`src/rtl/hol_col_xlate.sv`:
```
// Hollerith-to-EBCDIC column translator: one 12-row card column in, one EBCDIC byte out,
// through a two-stage valid/ready pipeline with last-column marking and an invalid-punch counter.
module hol_col_xlate #(
  parameter int unsigned COLS = 80,
  parameter int unsigned ERRW = 8
) (
  input  logic            i_clk,
  input  logic            i_rst_n,
  input  logic            i_clr,
  input  logic [11:0]     i_col,
  input  logic            i_valid,
  output logic            o_ready,
  output logic [7:0]      o_data,
  output logic            o_valid,
  input  logic            i_ready,
  output logic            o_last,
  output logic            o_err,
  output logic [ERRW-1:0] o_errcnt
);

  localparam int unsigned CW = (COLS > 1) ? $clog2(COLS) : 1;
  localparam logic [CW-1:0] LASTCOL = CW'(COLS - 1);

  // Enum encoding equals the {row12,row11,row0} punch bits.
  typedef enum logic [2:0] {
    Z_NONE    = 3'b000,
    Z_0       = 3'b001,
    Z_11      = 3'b010,
    Z_11_0    = 3'b011,
    Z_12      = 3'b100,
    Z_12_0    = 3'b101,
    Z_12_11   = 3'b110,
    Z_12_11_0 = 3'b111
  } zone_t;

  logic [3:0] pop, sel;
  logic [3:0] in_d;
  logic       in_eight, in_derr;

  logic          s1v, s1eight, s1derr, s1last;
  zone_t         s1zone;
  logic [3:0]    s1d;
  logic          s2v, s2err, s2last;
  logic [7:0]    s2data;
  logic [CW-1:0] cnt;
  logic [ERRW-1:0] errcnt;

  logic [7:0] xl_byte, xl_data;
  logic       xl_bad, xl_err;
  logic       out_fire, s2_open, s1_move, in_fire;

  // Digit rows 1..9 live in i_col[8:0] with row r at bit 9-r; row 8 is bit 1.
  always_comb begin
    pop = '0;
    sel = '0;
    for (int unsigned r = 1; r <= 9; r++) begin
      pop = pop + {3'b000, i_col[9-r]};
      if (r != 8 && i_col[9-r]) sel = 4'(r);
    end
    in_d     = '0;
    in_eight = 1'b0;
    in_derr  = 1'b0;
    if (pop == 4'd0) begin
      in_d = '0;
    end else if (pop == 4'd1) begin
      in_d = i_col[1] ? 4'd8 : sel;
    end else if (pop == 4'd2 && i_col[1] && sel >= 4'd2 && sel <= 4'd7) begin
      in_eight = 1'b1;
      in_d     = sel;
    end else begin
      in_derr = 1'b1;
    end
  end

  always_comb begin
    xl_byte = '0;
    xl_bad  = 1'b0;
    if (s1eight) begin
      case (s1zone)
        Z_NONE:  xl_byte = 8'h78 + {4'h0, s1d};
        Z_12:    xl_byte = 8'h48 + {4'h0, s1d};
        Z_11:    xl_byte = 8'h58 + {4'h0, s1d};
        Z_0:     xl_byte = 8'h68 + {4'h0, s1d};
        default: xl_bad  = 1'b1;
      endcase
    end else begin
      case (s1zone)
        Z_NONE:  xl_byte = (s1d == 4'd0) ? 8'h40 : {4'hF, s1d};
        Z_12:    xl_byte = (s1d == 4'd0) ? 8'h50 : {4'hC, s1d};
        Z_11:    xl_byte = (s1d == 4'd0) ? 8'h60 : {4'hD, s1d};
        Z_0: begin
          if (s1d == 4'd0)      xl_byte = 8'hF0;
          else if (s1d == 4'd1) xl_byte = 8'h61;
          else                  xl_byte = {4'hE, s1d};
        end
        Z_12_0: begin
          xl_bad  = (s1d == 4'd0);
          xl_byte = {4'h8, s1d};
        end
        Z_12_11: begin
          xl_bad  = (s1d == 4'd0);
          xl_byte = {4'h9, s1d};
        end
        Z_11_0: begin
          xl_bad  = (s1d <= 4'd1);
          xl_byte = {4'hA, s1d};
        end
        default: xl_bad = 1'b1;
      endcase
    end
    xl_err  = xl_bad | s1derr;
    xl_data = xl_err ? 8'h3F : xl_byte;
  end

  assign out_fire = s2v & i_ready;
  assign s2_open  = ~s2v | i_ready;
  assign s1_move  = s1v & s2_open;
  assign o_ready  = ~s1v | s2_open;
  assign in_fire  = i_valid & o_ready;

  always_ff @(posedge i_clk) begin
    if (!i_rst_n) begin
      s1v     <= 1'b0;
      s1zone  <= Z_NONE;
      s1d     <= '0;
      s1eight <= 1'b0;
      s1derr  <= 1'b0;
      s1last  <= 1'b0;
      s2v     <= 1'b0;
      s2data  <= '0;
      s2err   <= 1'b0;
      s2last  <= 1'b0;
      cnt     <= '0;
      errcnt  <= '0;
    end else begin
      // The counter sees the departing column even when a restart empties the pipe.
      if (out_fire && s2err && errcnt != '1) errcnt <= errcnt + 1'b1;
      if (i_clr) begin
        s1v <= 1'b0;
        s2v <= 1'b0;
        cnt <= '0;
      end else begin
        if (in_fire) begin
          s1v     <= 1'b1;
          s1zone  <= zone_t'(i_col[11:9]);
          s1d     <= in_d;
          s1eight <= in_eight;
          s1derr  <= in_derr;
          s1last  <= (cnt == LASTCOL);
          cnt     <= (cnt == LASTCOL) ? '0 : cnt + 1'b1;
        end else if (s1_move) begin
          s1v <= 1'b0;
        end
        if (s1_move) begin
          s2v    <= 1'b1;
          s2data <= xl_data;
          s2err  <= xl_err;
          s2last <= s1last;
        end else if (out_fire) begin
          s2v <= 1'b0;
        end
      end
    end
  end

  assign o_valid  = s2v;
  assign o_data   = s2data;
  assign o_err    = s2err;
  assign o_last   = s2last;
  assign o_errcnt = errcnt;

endmodule

```
`config.mk`:
```
export PLATFORM = sky130hd
export DESIGN_NAME = hol_col_xlate
export DESIGN_NICKNAME = d
export VERILOG_FILES = /design/src/rtl/hol_col_xlate.sv
export SDC_FILE = /design/constraint.sdc
export NUM_CORES = 1
export LEC_CHECK = 0
export CORE_ASPECT_RATIO = 1.75
export CORE_MARGIN = 4
export CORE_UTILIZATION = 52
export CTS_CLUSTER_DIAMETER = 150
export CTS_CLUSTER_SIZE = 10
export DETAILED_ROUTE_END_ITERATION = 7
export GPL_TIMING_DRIVEN = 0
export PLACE_DENSITY = 0.79
export SYNTH_ARGS = -nofsm -noshare
export SYNTH_HDL_FRONTEND = slang
export SYNTH_SLANG_ARGS = --single-unit
export TNS_END_PERCENT = 1
```
`constraint.sdc`:
```
create_clock -name i_clk -period 5.4 [get_ports i_clk]
set_input_delay 0.54 -clock i_clk [delete_from_list [all_inputs] [get_ports i_clk]]
set_output_delay 0.54 -clock i_clk [all_outputs]
set_load 0.01 [all_outputs]
```
==> Word-level counts from Yosys, hierarchy flattened <==
Cells that the tools add are included.
{ "word_totals": {"reg_bits": 37, "inputBits": 17} }
{ "classes": {"add_sub_neg": 14, "magnitude_cmp": 3, "eq_ne": 11, "n_mux": 35, "n_bitwise": 10, "reduce_logical": 15} }
{ "op_table": {"columns": ["cell", "n"], "rows": [
  ["$mux 8", 7],
  ["$pmux 8 s7", 1],
  ["$add 7x4->8 const A", 4],
  ["$pmux 8 s4", 1],
  ["$add 4x1->4", 5],
  ["$mux 4", 5],
  ["$mux 1", 13],
  ["$mux 3", 4],
  ["$eq 3x3->1 const B", 3],
  ["$add 8x1->8 const B", 1],
  ["$eq 4x1->1 const B", 2],
  ["$logic_not 4->1", 2],
  ["$ne 8x8->1 const B", 1],
  ["$add 7x1->7 const B", 1],
  ["$eq 7x7->1 const B", 1],
  ["$mux 7", 1],
  ["$eq 3x2->1 const B", 2],
  ["$logic_and 1x1->1", 5],
  ["$add 3x1->4", 1],
  ["$eq 4x2->1 const B", 1],
  ["$ge 4x2->1 const B", 1],
  ["$le 4x1->1 const B", 1],
  ["$le 4x3->1 const B", 1],
  ["$mux 2", 2],
  ["12 further kinds", 22]
]} }

==> Depth between registers and ports, before layout <==
Gate-level depths: netlist of run 1.
{ "logic_depth": {"word_depth": 15, "mapped_depth": 13, "mapped_depth_nobuf": 13} }

==> Worst setup path after synthesis of run 1 <==
No wires, ideal clock.
{ "synth_path": {"path_type": "input to register", "from": "in i_col[0]", "to": "reg s1d[2]", "setup_time_ps": 61, "arrival_ps": 3871, "required_ps": 5339, "setup_slack_ps": 1468, "path_stages": 13, "path_buffers": 0, "cell_sequence": "fa_1 -> inv_1 -> fa_1 -> fa_1 -> inv_1 -> fa_1 -> inv_1 -> fa_1 -> nor4b_1 -> o31a_1 -> o2111a_1 -> and2_4 -> a32o_1"} }
{ "synth_between": {"elab_chain_cells": 8, "elab_cells_between_ends": 14, "classes_between": "1 x add/sub; 2 x order compare; 2 x eq/ne; 5 x mux; 4 x reduce/logical"} }
{ "synth_rtl": {"columns": ["item", "line", "source"], "rows": [
  ["start: declaration", "10", "input logic [11:0] i_col,"],
  ["$add 4x1->4", "57", "pop = pop + {3'b000, i_col[9-r]};"],
  ["$eq 4x2->1", "67", "end else if (pop == 4'd2 && i_col[1] && sel >= 4'd2 && sel <= 4'd7) begin"],
  ["$logic_and 1x1->1 (3 in a row)", "67", null],
  ["$mux 4", "67", null],
  ["$mux 4", "65", "end else if (pop == 4'd1) begin"],
  ["$mux 4 *", "63", "if (pop == 4'd0) begin"],
  ["end signal: assignment", "146", "s1d <= in_d;"],
  ["end: declaration", "42", "logic [3:0] s1d;"]
]} }
Mark *: on every way between the ends. The rest lies on a longest branch, timed or not.
A chain may end at the register's enable or synchronous reset.

==> Worst setup path after layout of run 1 <==
Ends and elaborated chain as after synthesis.

==> results of run 1 <==
-- worst register-to-register path, delay by kind of cell, from the launching register on --
kind	cells	cell delay [ps]
AOI/OAI and AO/OA	3	700
and+or+nand+nor	1	410
DFF	1	300
buffers and inverters	1	170
muxes	1	130
-- routing by layer --
metal  wire [µm]  vias to the layer above
met3         188                       12
met1        1690                      851
li1            -                      920
met4         131                        0
met2        2600                       49
met5           0                        -
-- registers in the layout, indices dropped and copies added (netlist names) --
register	flops
s1last	1
s1derr	1
o_err	1
o_errcnt	8
cnt	7
o_valid	1
s1v	1
s1eight	1
o_last	1
s1zone	3
o_data	8
s1d	4
-- stage by stage --
stage	hold WS (ps)	util	setup slack [ps]	std cells	cell area (µm²)
floorplan	443	-	1470	238	2070
global placement	458	0.644	554	322	2490
detailed placement	463	0.644	487	322	2490
CTS	472	0.666	787	330	2580
global route	485	0.666	628	330	2580
finish	473	0.666	823	330	2580
-- layout make-up --
cell class / count / share of cell area
inverters: 17 / 0.0248
repair buffers: 36 / 0.140
plain buffers: 10 / 0.0146
clock inverters: 3 / 0.00680
flip-flops and latches: 37 / 0.288
clock buffers: 5 / 0.0267
well taps: 48 / 0.0233
multi-input cells: 174 / 0.476
-- placed cells by master (no fill, tap or decap), types with 6 or more instances in the layout --
cell type	instances
a21boi_0	6
a21oi_1	11
a31oi_1	6
and2_1	9
clkbuf_1	10
clkdlybuf4s50_1	36
dfxtp_1	37
inv_1	17
nand2_1	20
nor2_1	17
nor2b_1	6
o21ai_0	16
xnor2_1	6
xor2_1	7
-- final timing paths --
path	from	endpoint	slack (ps)	depth (start not counted)
worst max-delay path	i_col[0]	s1d[2]	820	14
worst min-delay path	s1last	s1last	470	2
worst max register to register	s1d[3]	o_data[5]	3590	6
worst min register to register	s1last	s1last	470	2
-- power breakdown --
group          total [W]  leakage (nW)  internal (W)  switching (W)
Sequential      0.000284         0.300      0.000279     0.00000495
Clock           0.000189        0.0439     0.0000890       0.000100
Combinational   0.000124         0.652     0.0000584      0.0000651
-- cells by family after synthesis --
family	count (synthesis)
flip-flops	37
AO/OA/AOI/OAI	60
AND/OR/NAND/NOR	84
adder cells (fa/ha/maj)	11
buffers and inverters	27
multiplexers	6
XOR/XNOR	13
==> results.md, run 1 <==
- Status: completed
- Row count: 30
- Fin crit share: 0.848
- Synth warnings: 0
- Max Fanout on Critical Path: 4
- Synth Area in Simple Gates: 0.228
- Global-route wire length before repair: 8.00 mm
- Final Critical Period: 4580 ps
- Post-Syn Area: 0.00207 mm²
- Number of flops mapped to enable cells by yosys: 0
- Startpoint types: input port
- Pin count of the biggest net entering global routing: 13
- Cell Chain, Critical Path: clkdlybuf4s50_1 -> fa_1 -> inv_1 -> fa_1 -> fa_1 -> inv_1 -> fa_1 -> inv_1 -> fa_1 -> nor4b_1 -> o31a_1 -> o2111a_1 -> and2_4 -> a32o_1
- Worst Path Buf+Inv: 4
- Multiplexer area fraction after synthesis: 0.0296
- Ranking of synthesized cells by area: dfxtp_1, fa_1, o21ai_0
- VDD IR-drop max: 0.207 mV
- GR Util met3: 0.0427
- Total Wirelength: between 4 and 5 mm
- Hold Fails Final Rpt: 0
- Mapped Nets: about 270
- DRT iter0 DRCs: 31
- Max Freq: between 200 and 250 MHz
- Boundary pin count: 37
- Drt pass-1 iters: 4
- Number of diodes: 0
- Layer with the highest usage: met2
- Syn Area/Cell: just under 9 µm²
- DR WL/cell: 14.0 µm
- Setup Viol. Count Final: 0
- Clk root buf: clkbuf_8
- Max Clock Skew: between 4 and 5 ps
- Slew HR: 0.592
- Largest family of logic cells by synthesized area: simple AND/OR/NAND/NOR gates
- Asr flop ratio synth: 0
- Total Power: approximately 0.0006 W
- Initial core utilization: 0.535
- Most frequent cells after synthesis: dfxtp_1, nand2_1, inv_1, nor2_1, o21ai_0
- Worst setup path class: in2reg
- Core footprint: 0.00387 mm²
- Gr ovfl total: 0
- FF+latch count, synth: 37
- Detailed Place HPWL: 3.62 mm
- Critical Path Max Stage Delay: roughly 570 ps
- Max-slew violations: 0
- Clk slew on worst S/H paths: about 70 ps
- Die X: 55.7 µm
- Gr usage total: 0.197
- Filler cells: around 350
- MaxCap Viol Count: 0
- TritonCTS clock tree: yes
- P&R area growth vs syn: 24.5%
- # DRC: 0
- Hold Crit Class: reg2reg
- Area of the multi-input gates: 0.00123 mm²
- Synth top area share: 0.358
- DR vias: 1,832
- # port buffers: 36
- Nets: 308
- CP top delay family: adder cells
- Adder-cell share of the synthesized area: 0.0834
- Count leader, synth: dfxtp_1
- Die ar.: slightly above 0.005 mm²
- Power per Cell Area: ~230 mW/mm²
- Required time worst endpoint: 5640 ps
- Slowest CP cell: fa_1
- Slew @ Worst Pin: roughly 610 ps
- Initial antenna violation count: 0
- Worst-Skew Late Latency: between 200 and 300 ps
- Pleak: 0.995 nW
- DRT antenna net count: 0
- CTS buffer count: 5
- Mapped Cells: ~240
- Main flop type after synthesis: dfxtp_1
- Critical path capture point type: flop
- Routed vias/inst: 5.55
- # H-tree levels: 2
- GR met2 Demand/Resource: 0.373
- Clock Sinks: 37
- Routing usage on met1: 0.190
- CTS resizes: 0
- Sequential area share after synthesis: 0.358
- Final RePlAce weighted congestion: 0.915
- Complex-gate fraction of the synthesized area: 0.197
- Vias in the first global route: 1,863
- CTS Buffer Depth: 2
- Register Area: approximately 740 µm²
- Count of different cell masters after synthesis: 55
- Quantity of hold-fixing buffers added after cts: 0
- Cell repeated most along the worst path: fa_1
- Setup TNS: 0 ps
- Die Height: slightly above 90 µm
- XOR/XNOR Fraction of Synth Area: 0.0550
- Layout cells sized above 1: 0.0745
- Post-CTS Setup Inserts: 0
- RSZ-0062 raised after global routing: no
- Synth area leader: dfxtp_1
- Arr. time, crit path: between 4000 and 5000 ps
Power figures use the tool's default switching activity.
==> run 2, diff against run 1 <==
Settings changed: CORE_UTILIZATION 52 to 47, PLACE_DENSITY 0.79 to 0.75.
Clock period 5.4 ns to 3.7 ns, I/O delays scaled along.
==> run 2 against run 1 <==
Net effect: the flow now finishes with violations (setup timing); first-iteration DRC count down 3.2%; total power increased by 50%; worst hold slack worse by 33 ps; largest power group unchanged; critical endpoint unchanged.
==> results.md, run 2 (synthesis results as in run 1) <==
- Power share of the combinational group: 0.229
- Max-slew violations: 0
- Final Critical Period: approximately 3700 ps
- Boundary pin count: 37
- # DRC: 0
- Power per Cell Area: ~340 mW/mm²
- CTS buffer count: 5
- Failing checks: setup timing
- Vias in the first global route: between 1,500 and 2,000
- DR WL/cell: approximately 13 µm
- Final Non-Filler Cells: approximately 340
- R2r worst-path depth: 5
- Critical path capture point type: flop
- Pin count of the biggest net entering global routing: 11
- Initial core utilization: 0.494
- Worst-Skew Late Latency: 280 ps
- Total Wirelength: around 4.4 mm
- Sequential power share: 0.463
- P&R area growth vs syn: 27.1%
- Number of diodes: 0
- Global-route wire length before repair: ~7.4 mm
- # H-tree levels: 2
- RSZ-0062 raised after global routing: yes
- PnR worst setup slack: -19.0 ps
- Switching pwr: ~0.00024 W
- DRT antenna net count: 0
- DR vias: around 1,900
- Slew HR: 0.592
- R2r setup slk: roughly 1900 ps
- Final RePlAce weighted congestion: a little under 0.9
- Pre-CTS WS: -844 ps
- Clk pwr share: 0.308
- Clk slew on worst S/H paths: ~70 ps
- Quantity of hold-fixing buffers added after cts: 0
- Clk root buf: clkbuf_8
- Pleak: around 1 nW
- Final Util: 0.628
- Hold Fails Final Rpt: 0
- Gr ovfl total: 0
- Status: finished, violations left
- Required time worst endpoint: approximately 3900 ps
- Most common cell after layout, fill and taps aside: dfxtp_1
- # port buffers: 36
- Hold Crit Class: in2reg
- Worst R2R End: s1d[3]
- Die Height: about 96 µm
- Hold wc startpoint: i_col[0]
- Clock Sinks: 37
- Max Freq: ~270 MHz
- Critical Path Sink: s1d[2]
- Fin crit share: 1.01
- Internal power: 0.000658 W
- Die X: roughly 58 µm
- CTS Buffer Depth: 2
- MaxCap Viol Count: 0
- Reg2reg start: o_valid
- DRT iter0 DRCs: 30
- Filler cells: ~380
- Nets: approximately 310
- Gr usage total: 0.169
- Setup Viol. Count Final: 2
- Post-Place Cells: 323
- Max Clock Skew: about 1.2 ps
- Initial antenna violation count: 0
- Slew @ Worst Pin: ~610 ps
- Critical Path Start: i_col[1]
- VDD IR-drop max: around 0.24 mV
- Startpoint types: input port
- Setup TNS: -25.8 ps
- Most frequent cells in the layout: dfxtp_1, clkdlybuf4s50_1, nand2_1, nor2_1, o21ai_0
- Detailed Place HPWL: about 3.5 mm
- Arr. time, crit path: roughly 3900 ps
- TritonCTS clock tree: yes
- Worst setup path class: in2reg
- Routed vias/inst: between 5 and 6
- Sw Share: 0.266
- Max Fanout on Critical Path: 2
- Drt pass-1 iters: 4
- Die ar.: roughly 0.0056 mm²
- Layout cells sized above 1: 0.115
- Row count: 31
- Core footprint: 0.00419 mm²
==> run 2: cell count changes in the layout (fill, tap and decap cells not counted), moves of 2 or more <==
cell             previous run  this run
clkdlybuf4s50_1            36        33
clkinv_2                    2         0
buf_4                       0         5
inv_2                       0         3
inv_1                      17        14
==> run 2: repair_timing <==
item                                    in CTS  in global routing
buffers inserted                             4                  1
gates resized for setup                     20                  2
endpoints found under the setup margin       6                  5
pin swaps                                    9                  7
==> run 2: layer usage <==
metal	part of all wire	wire length [µm]	vias up	GRT usage
met5	0	0	-	0
met4	0.025	110	0	0.0909
met3	0.050	220	10	0.0282
met2	0.53	2340	54	0.325
met1	0.40	1760	867	0.166
li1	-	-	929	-
==> run 2: metrics by stage <==
step                hold WS, ps  total power (W)  cell area (µm²)
finish                      440         0.000896             2630
CTS                         437         0.000902             2620
global placement            459         0.000601             2500
floorplan                   443         0.000547             2080
global route                482         0.000948             2630
detailed placement          465         0.000608             2500
==> run 2: how the worst min path moves through the flow <==
| stage | end | slack, ps | cells after the start |
|---|---|---|---|
| 6_report | s1d[0] | 440 | 4 |
| 5_1_grt | s1d[0] | 480 | 4 |
| 4_1_cts | s1d[0] | 440 | 4 |
| 3_5_place_dp | s1last | 460 | 2 |
| 3_3_place_gp | o_data[6] | 460 | 2 |
| 2_1_floorplan | s1last | 440 | 2 |
==> run 2: critical path: stages <==
cell      delay, ps
buf_8           100
fa_1            540
inv_2            40
fa_1            460
fa_1            520
inv_2            40
fa_2            340
inv_2            70
fa_1            410
nor4b_2         310
o31a_1          230
o2111a_1        230
and2_4          160
a32o_1          110
==> run 2: area by class of cell <==
| cell class | count | area (µm²) | area share |
|---|---|---|---|
| multi-input cells | 174 | 1240 | 0.472 |
| plain buffers | 10 | 37.5 | 0.0143 |
| well taps | 49 | 61.3 | 0.0233 |
| flip-flops and latches | 37 | 741 | 0.282 |
| repair buffers | 41 | 399 | 0.152 |
| inverters | 17 | 63.8 | 0.0243 |
| clock buffers | 7 | 86.3 | 0.0328 |
==> run 2: power by group through the flow <==
stage / registers [W] / clock network, W / logic (W)
finish: 0.000415 / 0.000276 / 0.000206
global route: 0.000416 / 0.000300 / 0.000232
CTS: 0.000415 / 0.000286 / 0.000202
detailed placement: 0.000424 / 0 / 0.000185
global placement: 0.000423 / 0 / 0.000178
floorplan: 0.000424 / 0 / 0.000123
==> run 3, diff against run 2 <==
Settings changed: SKIP_CTS_REPAIR_TIMING set to 1.
==> run 3 against run 2 <==
Net effect: routed wire length is 0.43% lower; largest power group unchanged; worst hold slack better by 3.0 ps; worst setup slack worse by 92 ps; critical endpoint unchanged; first-iteration DRC count is 30% higher; the flow still finishes with violations (setup timing); sequential share of layout area is 0.094 points higher; sequential power is essentially flat; via count down 0.75%; clock power about the same; count of clock-buffer cells in the layout unchanged.
==> results.md, run 3 (synthesis results as in run 1) <==
- Status: finished, violations left
- Failing checks: setup timing
- DRT iter0 DRCs: 39
- Final RePlAce weighted congestion: around 0.87
- Max Clock Skew: around 2.5 ps
- Total Wirelength: 4.41 mm
- Number of diodes: 0
- Most frequent cells in the layout: dfxtp_1, clkdlybuf4s50_1, nand2_1, nor2_1, o21ai_0
- Filler cells: 376
- Slew @ Worst Pin: roughly 610 ps
- # port buffers: 36
- Most common cell after layout, fill and taps aside: dfxtp_1
- PnR worst setup slack: -111 ps
- Internal power: 0.000653 W
- Die ar.: ~0.0056 mm²
- Sw Share: 0.269
- Startpoint types: input port
- Worst-Skew Late Latency: 280 ps
- Nets: 311
- Hold_ws: 443 ps
- Layout cells sized above 1: 0.109
- Final Util: 0.626
- Switching pwr: 0.000241 W
- Critical path capture point type: flop
- Fin crit share: 1.03
- Area of the multi-input gates: around 0.0012 mm²
- Final Critical Period: 3810 ps
- CTS buffer count: 5
- # DRC: 0
- RSZ-0062 raised after global routing: yes
- Power share of the combinational group: 0.227
- Hold Crit Class: in2reg
- Arr. time, crit path: just over 4000 ps
- Required time worst endpoint: about 3900 ps
- Die X: roughly 58 µm
- Gr usage total: 0.167
- Max Freq: 262 MHz
- Worst setup path class: in2reg
- Max-slew violations: 0
- Power per Cell Area: 341 mW/mm²
- Core footprint: 0.00419 mm²
- Pre-CTS WS: -844 ps
- Hold Fails Final Rpt: 0
- CTS Buffer Depth: 2
- Detailed Place HPWL: around 3.5 mm
- P&R area growth vs syn: 26.7%
- Clk pwr share: 0.309
- Die Height: 95.8 µm
- Sequential power share: 0.464
- Slew HR: 0.589
- DR WL/cell: around 13 µm
- Gr ovfl total: 0
- Register Area: around 740 µm²
- Clk slew on worst S/H paths: 70 ps
- Pleak: between 1 and 1.5 nW
- Setup Viol. Count Final: 3
- Vias in the first global route: ~1,800
- Routed vias/inst: approximately 5.5
- MaxCap Viol Count: 0
- Row count: 31
- Clock Sinks: 37
- VDD IR-drop max: about 0.26 mV
- Initial core utilization: 0.494
- Global-route wire length before repair: 7.31 mm
- TritonCTS clock tree: yes
- Max Fanout on Critical Path: 4
- DR vias: roughly 1,800
- Clk root buf: clkbuf_8
- Drt pass-1 iters: 4
- # H-tree levels: 2
- Pin count of the biggest net entering global routing: 11
- Initial antenna violation count: 0
- DRT antenna net count: 0
- Boundary pin count: 37
[run 3: final cells by class]
type                       count  share of cell area
multi-input combinational    174               0.476
sequential                    37               0.283
timing repair buffer          39               0.147
clock buffer                   7              0.0329
inverter                      17              0.0243
tap                           49              0.0234
buffer                        10              0.0143
[run 3: final timing paths]
check / from / to / slack [ps] / depth (start not counted)
worst min register to register: s1last / s1last / 470 / 2
worst min-delay path: i_col[0] / s1d[0] / 440 / 4
worst max-delay path: i_col[1] / s1d[2] / -110 / 14
worst max register to register: o_valid / s1d[3] / 1970 / 5
[run 3: worst max-delay path, stage by stage]
cell	delay (ps)
buf_8	100
fa_1	540
inv_2	40
fa_1	480
fa_1	540
inv_2	40
fa_2	360
inv_2	60
fa_2	470
nor4b_4	250
o31a_1	240
o2111a_1	260
and2_4	160
a32o_1	110
[run 3: per-layer routing]
layer  share of wire  global-route usage  vias up
met4           0.025              0.0909        0
li1                -                   -      926
met1            0.40               0.165      861
met5               0                   0        -
met3           0.050              0.0282       10
met2            0.52               0.320       49
[run 3: power by group through the flow]
stage          combinational [W]  sequential, W  clock [W]
5_1_grt                 0.000229       0.000416   0.000300
6_report                0.000203       0.000415   0.000277
2_1_floorplan           0.000123       0.000424          0
3_5_place_dp            0.000185       0.000424          0
4_1_cts                 0.000186       0.000415   0.000286
3_3_place_gp            0.000178       0.000423          0
[run 3: through the flow]
stage | setup TNS [ps] | cells | instance area (µm²) | power [W]
after global routing | -635 | 333 | 2620 | 0.000945
after floorplan | 0 | 238 | 2080 | 0.000547
final | -259 | 333 | 2620 | 0.000894
after CTS | -2140 | 330 | 2590 | 0.000886
after global placement | -3590 | 323 | 2500 | 0.000601
after detailed placement | -3900 | 323 | 2500 | 0.000608
